[src/rtl/fp_exec_pipe_ctrl_if.sv]
// fp_exec_pipe_ctrl_if: issue, recovery, div/sqrt handshake and writeback signals of the FP exec control pipe
interface fp_exec_pipe_ctrl_if #(
  parameter int LANES = 2,
  parameter int DEPTH = 5,
  parameter int PTR_W = 6,
  parameter int PAYLOAD_W = 64
);
  logic stall;
  logic clear;
  logic [LANES-1:0] in_valid;
  logic [LANES-1:0] in_reg_valid;
  logic [LANES-1:0] in_is_divsqrt;
  logic [LANES-1:0] in_replay;
  logic [LANES*PTR_W-1:0] in_ptr;
  logic [LANES*PAYLOAD_W-1:0] in_payload;
  logic rec_active;
  logic rec_flush_all;
  logic [PTR_W-1:0] rec_head;
  logic [PTR_W-1:0] rec_tail;
  logic [LANES-1:0] ds_done;
  logic [LANES-1:0] ds_req;
  logic [LANES-1:0] ds_abort;
  logic [LANES-1:0] ds_free;
  logic [LANES-1:0] replay_req;
  logic [LANES*PAYLOAD_W-1:0] replay_payload;
  logic [LANES-1:0] out_valid;
  logic [LANES-1:0] out_reg_valid;
  logic [LANES-1:0] out_is_divsqrt;
  logic [LANES*PAYLOAD_W-1:0] out_payload;
  logic [LANES*DEPTH-1:0] stage_valid;
  modport master (
    output stall, clear, in_valid, in_reg_valid, in_is_divsqrt, in_replay, in_ptr, in_payload,
           rec_active, rec_flush_all, rec_head, rec_tail, ds_done,
    input  ds_req, ds_abort, ds_free, replay_req, replay_payload, out_valid, out_reg_valid,
           out_is_divsqrt, out_payload, stage_valid
  );
  modport slave (
    input  stall, clear, in_valid, in_reg_valid, in_is_divsqrt, in_replay, in_ptr, in_payload,
           rec_active, rec_flush_all, rec_head, rec_tail, ds_done,
    output ds_req, ds_abort, ds_free, replay_req, replay_payload, out_valid, out_reg_valid,
           out_is_divsqrt, out_payload, stage_valid
  );
endinterface

[src/rtl/fp_exec_pipe_ctrl.sv]
// fp_exec_pipe_ctrl: FP exec-stage op token pipeline with flush, replay and div/sqrt reservation (ports: clk, rst, bus slave)
module fp_exec_pipe_ctrl #(
  parameter int LANES = 2,
  parameter int DEPTH = 5,
  parameter int PTR_W = 6,
  parameter int PAYLOAD_W = 64
) (
  input logic clk,
  input logic rst,
  fp_exec_pipe_ctrl_if.slave bus
);
  typedef enum logic [1:0] {IDLE, BUSY, DONE} ds_state_t;
  logic stall, clear, rec_active, rec_flush_all;
  logic [PTR_W-1:0] head, tail;
  assign stall = bus.stall;
  assign clear = bus.clear;
  assign rec_active = bus.rec_active;
  assign rec_flush_all = bus.rec_flush_all;
  assign head = bus.rec_head;
  assign tail = bus.rec_tail;
  function automatic logic flush(input logic [PTR_W-1:0] p);
    logic in_range;
    in_range = head < tail ? (p >= head && p < tail) : head > tail ? (p >= head || p < tail) : 1'b0;
    return rec_active && (rec_flush_all || in_range);
  endfunction
  for (genvar i = 0; i < LANES; i++) begin : g_lane
    ds_state_t st;
    logic [PTR_W-1:0] own, iptr;
    logic [DEPTH-1:0] vld, rv, dsf;
    logic [DEPTH-1:0][PTR_W-1:0] ptr;
    logic [DEPTH-1:0][PAYLOAD_W-1:0] pay;
    logic [DEPTH-2:0] fl;
    logic start, abort, rel, rv0;
    assign iptr = bus.in_ptr[i*PTR_W +: PTR_W];
    always_comb
      for (int j = 0; j < DEPTH-1; j++)
        fl[j] = flush(ptr[j]);
    assign start = st == IDLE && bus.in_valid[i] && bus.in_is_divsqrt[i] && bus.in_reg_valid[i] &&
                   !bus.in_replay[i] && !flush(iptr) && !stall;
    assign abort = st != IDLE && flush(own);
    assign rel = st == DONE && vld[DEPTH-1] && dsf[DEPTH-1] && rv[DEPTH-1] && ptr[DEPTH-1] == own && !stall;
    // a div/sqrt op only carries a valid result when it is the replay of the op that owns a finished unit
    assign rv0 = bus.in_is_divsqrt[i] ? bus.in_replay[i] && st == DONE && own == iptr : bus.in_reg_valid[i];
    always_ff @(posedge clk)
      if (rst) begin
        vld <= '0;
        rv <= '0;
        st <= IDLE;
      end else begin
        if (clear) begin
          vld <= '0;
          rv <= '0;
        end else if (!stall) begin
          vld <= {vld[DEPTH-2:0] & ~fl, bus.in_valid[i]};
          rv <= {rv[DEPTH-2:0], rv0};
        end
        st <= abort ? IDLE : start ? BUSY : st == BUSY && bus.ds_done[i] ? DONE : rel ? IDLE : st;
        if (start) own <= iptr;
      end
    always_ff @(posedge clk)
      if (!stall) begin
        dsf <= {dsf[DEPTH-2:0], bus.in_is_divsqrt[i]};
        ptr <= {ptr[DEPTH-2:0], iptr};
        pay <= {pay[DEPTH-2:0], bus.in_payload[i*PAYLOAD_W +: PAYLOAD_W]};
      end
    assign bus.ds_req[i] = start && !rst;
    assign bus.ds_abort[i] = abort && !rst;
    assign bus.ds_free[i] = st == IDLE;
    assign bus.replay_req[i] = !stall && !clear && !rst && vld[1] && !rv[1] && !fl[1];
    assign bus.replay_payload[i*PAYLOAD_W +: PAYLOAD_W] = pay[1];
    assign bus.out_valid[i] = !stall && !clear && !rst && vld[DEPTH-1] && !flush(ptr[DEPTH-1]);
    assign bus.out_reg_valid[i] = rv[DEPTH-1];
    assign bus.out_is_divsqrt[i] = dsf[DEPTH-1];
    assign bus.out_payload[i*PAYLOAD_W +: PAYLOAD_W] = pay[DEPTH-1];
    assign bus.stage_valid[i*DEPTH +: DEPTH] = vld;
  end
endmodule

[src/flat_wrapper.sv]
// flat-port wrapper written by rule: the top's interface ports become plain ports
module fp_exec_pipe_ctrl_flat 
#(
  parameter int LANES = 2,
  parameter int DEPTH = 5,
  parameter int PTR_W = 6,
  parameter int PAYLOAD_W = 64
)
  (clk, rst, bus_stall, bus_clear, bus_in_valid, bus_in_reg_valid, bus_in_is_divsqrt, bus_in_replay, bus_in_ptr, bus_in_payload, bus_rec_active, bus_rec_flush_all, bus_rec_head, bus_rec_tail, bus_ds_done, bus_ds_req, bus_ds_abort, bus_ds_free, bus_replay_req, bus_replay_payload, bus_out_valid, bus_out_reg_valid, bus_out_is_divsqrt, bus_out_payload, bus_stage_valid);
  fp_exec_pipe_ctrl_if #(.LANES(LANES), .DEPTH(DEPTH), .PTR_W(PTR_W), .PAYLOAD_W(PAYLOAD_W)) bus_i ();
  input logic clk;
  input logic rst;
  input wire logic [$bits(bus_i.stall)-1:0] bus_stall;
  input wire logic [$bits(bus_i.clear)-1:0] bus_clear;
  input wire logic [$bits(bus_i.in_valid)-1:0] bus_in_valid;
  input wire logic [$bits(bus_i.in_reg_valid)-1:0] bus_in_reg_valid;
  input wire logic [$bits(bus_i.in_is_divsqrt)-1:0] bus_in_is_divsqrt;
  input wire logic [$bits(bus_i.in_replay)-1:0] bus_in_replay;
  input wire logic [$bits(bus_i.in_ptr)-1:0] bus_in_ptr;
  input wire logic [$bits(bus_i.in_payload)-1:0] bus_in_payload;
  input wire logic [$bits(bus_i.rec_active)-1:0] bus_rec_active;
  input wire logic [$bits(bus_i.rec_flush_all)-1:0] bus_rec_flush_all;
  input wire logic [$bits(bus_i.rec_head)-1:0] bus_rec_head;
  input wire logic [$bits(bus_i.rec_tail)-1:0] bus_rec_tail;
  input wire logic [$bits(bus_i.ds_done)-1:0] bus_ds_done;
  output wire logic [$bits(bus_i.ds_req)-1:0] bus_ds_req;
  output wire logic [$bits(bus_i.ds_abort)-1:0] bus_ds_abort;
  output wire logic [$bits(bus_i.ds_free)-1:0] bus_ds_free;
  output wire logic [$bits(bus_i.replay_req)-1:0] bus_replay_req;
  output wire logic [$bits(bus_i.replay_payload)-1:0] bus_replay_payload;
  output wire logic [$bits(bus_i.out_valid)-1:0] bus_out_valid;
  output wire logic [$bits(bus_i.out_reg_valid)-1:0] bus_out_reg_valid;
  output wire logic [$bits(bus_i.out_is_divsqrt)-1:0] bus_out_is_divsqrt;
  output wire logic [$bits(bus_i.out_payload)-1:0] bus_out_payload;
  output wire logic [$bits(bus_i.stage_valid)-1:0] bus_stage_valid;
  assign bus_i.stall = bus_stall;
  assign bus_i.clear = bus_clear;
  assign bus_i.in_valid = bus_in_valid;
  assign bus_i.in_reg_valid = bus_in_reg_valid;
  assign bus_i.in_is_divsqrt = bus_in_is_divsqrt;
  assign bus_i.in_replay = bus_in_replay;
  assign bus_i.in_ptr = bus_in_ptr;
  assign bus_i.in_payload = bus_in_payload;
  assign bus_i.rec_active = bus_rec_active;
  assign bus_i.rec_flush_all = bus_rec_flush_all;
  assign bus_i.rec_head = bus_rec_head;
  assign bus_i.rec_tail = bus_rec_tail;
  assign bus_i.ds_done = bus_ds_done;
  assign bus_ds_req = bus_i.ds_req;
  assign bus_ds_abort = bus_i.ds_abort;
  assign bus_ds_free = bus_i.ds_free;
  assign bus_replay_req = bus_i.replay_req;
  assign bus_replay_payload = bus_i.replay_payload;
  assign bus_out_valid = bus_i.out_valid;
  assign bus_out_reg_valid = bus_i.out_reg_valid;
  assign bus_out_is_divsqrt = bus_i.out_is_divsqrt;
  assign bus_out_payload = bus_i.out_payload;
  assign bus_stage_valid = bus_i.stage_valid;
  fp_exec_pipe_ctrl #(.LANES(LANES), .DEPTH(DEPTH), .PTR_W(PTR_W), .PAYLOAD_W(PAYLOAD_W)) u_core (.clk(clk), .rst(rst), .bus(bus_i));
endmodule
[config.mk]
export PLATFORM = sky130hd
export DESIGN_NAME = fp_exec_pipe_ctrl_flat
export DESIGN_NICKNAME = d
export VERILOG_FILES = /design/src/rtl/fp_exec_pipe_ctrl_if.sv /design/src/rtl/fp_exec_pipe_ctrl.sv /design/src/flat_wrapper.sv
export SDC_FILE = /design/constraint.sdc
export NUM_CORES = 1
export LEC_CHECK = 0
export CAP_MARGIN = 40
export CORE_MARGIN = 2
export CORE_UTILIZATION = 58
export DETAILED_ROUTE_END_ITERATION = 10
export PLACE_DENSITY = 0.82
export SLEW_MARGIN = 20
export SYNTH_ARGS = -nofsm -noshare
export SYNTH_HDL_FRONTEND = slang
export SYNTH_SLANG_ARGS = --single-unit
[constraint.sdc]
create_clock -name clk -period 8.6 [get_ports clk]
set_input_delay 0.86 -clock clk [delete_from_list [all_inputs] [get_ports clk]]
set_output_delay 0.86 -clock clk [all_outputs]
set_load 0.02 [all_outputs]
==> results_dict.tcl <==
set metrics [dict create \
    grt_pass1_vias 14320 \
    crit_chain "clkdlybuf4s50_1 > inv_1 > ha_1 > nand4_1 > o21bai_4 > a31oi_2 > buf_4 > a21boi_0 > a2111o_1 > a21oi_1 > clkdlybuf4s50_1" \
    postCtsHoldBufs 0 \
    synth_warnings 0 \
    clk-insertion-delay-late_ns 0.62 \
    drive_gt1_frac 0.07469 \
    cp_data_arrival_time_ns 4.68 \
    finalCriticalPeriod_ns 5.541 \
    grt_max_degree 198 \
    crit_family "buffers and inverters" \
    clkTransAtPathRegs_ns 0.06 \
    io_buffers 447 \
    crit_path_max_incr_delay_ns 0.75 \
    grt_pass1_wl_mm 85.96 \
    crit_type "in2out" \
    synth_top_area_share 0.7526 \
    viasPerCell 5.413 \
    worstSetupStartpointType "input port" \
    overflow 0 \
    rsz0062_at_grt "false" \
    yosysTopAreaCell "edfxtp_1" \
    io_pins 448 \
    syn_avg_cell_area_sq_um 17.97 \
    dr_total_vias 14031 \
    setup_viol 0 \
    timing.final.crit_share 0.6444 \
    fill_cells 2902 \
    p_leak_nw 12.67 \
    maxSlewHeadroom 0.2732 \
    r2r_slack_ns 6.49 \
    cts.repair.resized 0 \
    dieArea_sq_mm 0.05147 \
    fmax_ghz 0.1805 \
    core.rowCount 81 \
    die_height_microns 226.9 \
    multi_input_area_sq_mm 0.004404 \
    core_sq_mm 0.04895 \
    worst_slew_pin_slew_ns 1.090 \
    insertedDiodeCount 0 \
    start_util 0.5885 \
    finalHoldViolations 0 \
    drc 0 \
    end_kind "primary output" \
    drtAntennaViolNets 0 \
    ys_seq_area_frac 0.7693 \
    status "finished, final reports clean" \
    cts_made_buffers 75 \
    vdd_drop_max_mv 0.2178 \
    clock_path_buffers 3 \
    tns_ns 0 \
    track_usage 0.2291 \
    synth-edff-count 722 \
    utilization 0.7095 \
    firstDrtPassIters 7 \
    cts_root_buffer "clkbuf_16" \
    critPathMaxFanout 24 \
    syn-num-nets 1931 \
    cts_tree "done" \
    yosysUniqueCellTypes 68 \
    synthArstFlopShare 0 \
    fin_skew_ns 0.01977 \
    die_width_microns 226.9 \
    yosysMostFrequentCell "edfxtp_1" \
    ys_ff_latch 746 \
    crit_top_cell "clkdlybuf4s50_1" \
    finalWirelength_mm 59.34 \
    hp-class "reg2reg" \
    cap_violations 0 \
    syn_inst 1603 \
    post_cts_buffers 0 \
    layout.nets 2198 \
    dp_hpwl_mm 38.49 \
    antenna_found_initial 7 \
    slew_viol_final 0 \
    cp_data_required_time_ns 7.74 \
    synth_ff_type "edfxtp_1" \
    area_delta_synth_final_pct 20.56 \
    cp_slowest_cell "clkdlybuf4s50_1" \
    htree_levels 3 \
    gp_congestion 0.8210 \
    p_per_area_mw_per_mm2 238.6 \
    synth_area_leaders "edfxtp_1 (75%), ha_1 (6.9%), buf_4 (6.8%)" \
    wl_per_cell_microns 22.89 \
    syn_area_sq_mm 0.02881 \
    ys_top_cells_by_count "edfxtp_1 (722), buf_4 (262), ha_1 (160), a21oi_1 (59), inv_1 (41)" \
    regArea_sq_mm 0.02216 \
    drt-initial-drc-count 1095 \
    crit_buf_inv 4 \
    clock-sinks 746 \
]
metal layers:
layer | wire length [microns] | track usage | vias to the layer above
li1 | - | - | 6383
met1 | 22290 | 0.2722 | 6881
met2 | 28850 | 0.3758 | 622
met3 | 6448 | 0.09226 | 133
met4 | 1669 | 0.08722 | 12
met5 | 80 | 0 | -
layout by cell type, fill, tap and decap left out, types with 24 or more instances in the layout:
cell	count
a21o_1	29
a21oi_1	59
clkbuf_16	77
clkdlybuf4s50_1	447
dfxtp_1	24
edfxtp_1	722
ha_1	160
inv_1	41
nand2b_1	25
nor2_1	39
o21ai_0	38
through the flow:
step / instance area [sq um] / hold slack [ns] / std cells / power (W) / setup slack (ns)
finish: 34730 / 0.4115 / 2592 / 0.008287 / 3.059
global route: 34730 / 0.4184 / 2592 / 0.008556 / 2.826
CTS: 34700 / 0.4126 / 2590 / 0.008356 / 2.985
detailed placement: 32230 / 0.4045 / 2455 / 0.005053 / 2.986
global placement: 32130 / 0.4002 / 2451 / 0.005010 / 3.097
floorplan: 28810 / 0.4003 / 1603 / 0.004803 / 1.957
kinds of logic (layout without fill, tap and decap cells):
logic type,count (synthesis),in the layout,share of synthesized area
xor gates and xnor gates,24,24,0.007297
adders and majority gates,160,160,0.06949
DFF,746,746,0.7693
and+or+nand+nor,150,150,0.02741
muxes,8,8,0.002780
AOI/OAI and AO/OA,200,200,0.04591
buffers and inverters,315,640,0.07783
power breakdown:
part	internal (W)	switching, W	total [W]
clock	0.00193	0.00137	0.00330
combinational	0.000283	0.000361	0.000644
sequential	0.00425	0.0000938	0.00435
total	0.00647	0.00182	0.00829
state kept, by name (all words and copies together) (netlist names):
signal	flops
u_core.bus.out_payload	128
u_core.g_lane.vld	10
u_core.g_lane.own	12
u_core.bus.replay_payload	128
u_core.g_lane.rv	10
u_core.g_lane.pay	384
u_core.g_lane.st	4
u_core.g_lane.ptr	60
u_core.g_lane.dsf	10
cell type report:
| class | count | share of cell area |
|---|---|---|
| timing repair buffer | 463 | 0.1348 |
| clock buffer | 91 | 0.05728 |
| multi-input combinational | 542 | 0.1268 |
| sequential | 746 | 0.6381 |
| clock inverter | 44 | 0.01405 |
| inverter | 42 | 0.005008 |
| tap | 664 | 0.02392 |
path summary, 6_finish.rpt:
check / startpoint / endpoint / cells after the start
max: bus_rec_tail[5] / bus_ds_req[0] / 11
max reg2reg: u_core.g_lane[1].own[2]$_DFFE_PP_ / u_core.g_lane[1].st[1]$_SDFFE_PP0P_ / 7
min: u_core.g_lane[0].pay[131]$_DFFE_PN_ / u_core.g_lane[0].pay[195]$_DFFE_PN_ / 0
min reg2reg: u_core.g_lane[0].pay[131]$_DFFE_PN_ / u_core.g_lane[0].pay[195]$_DFFE_PN_ / 0
(Power assumes the default switching activity.)
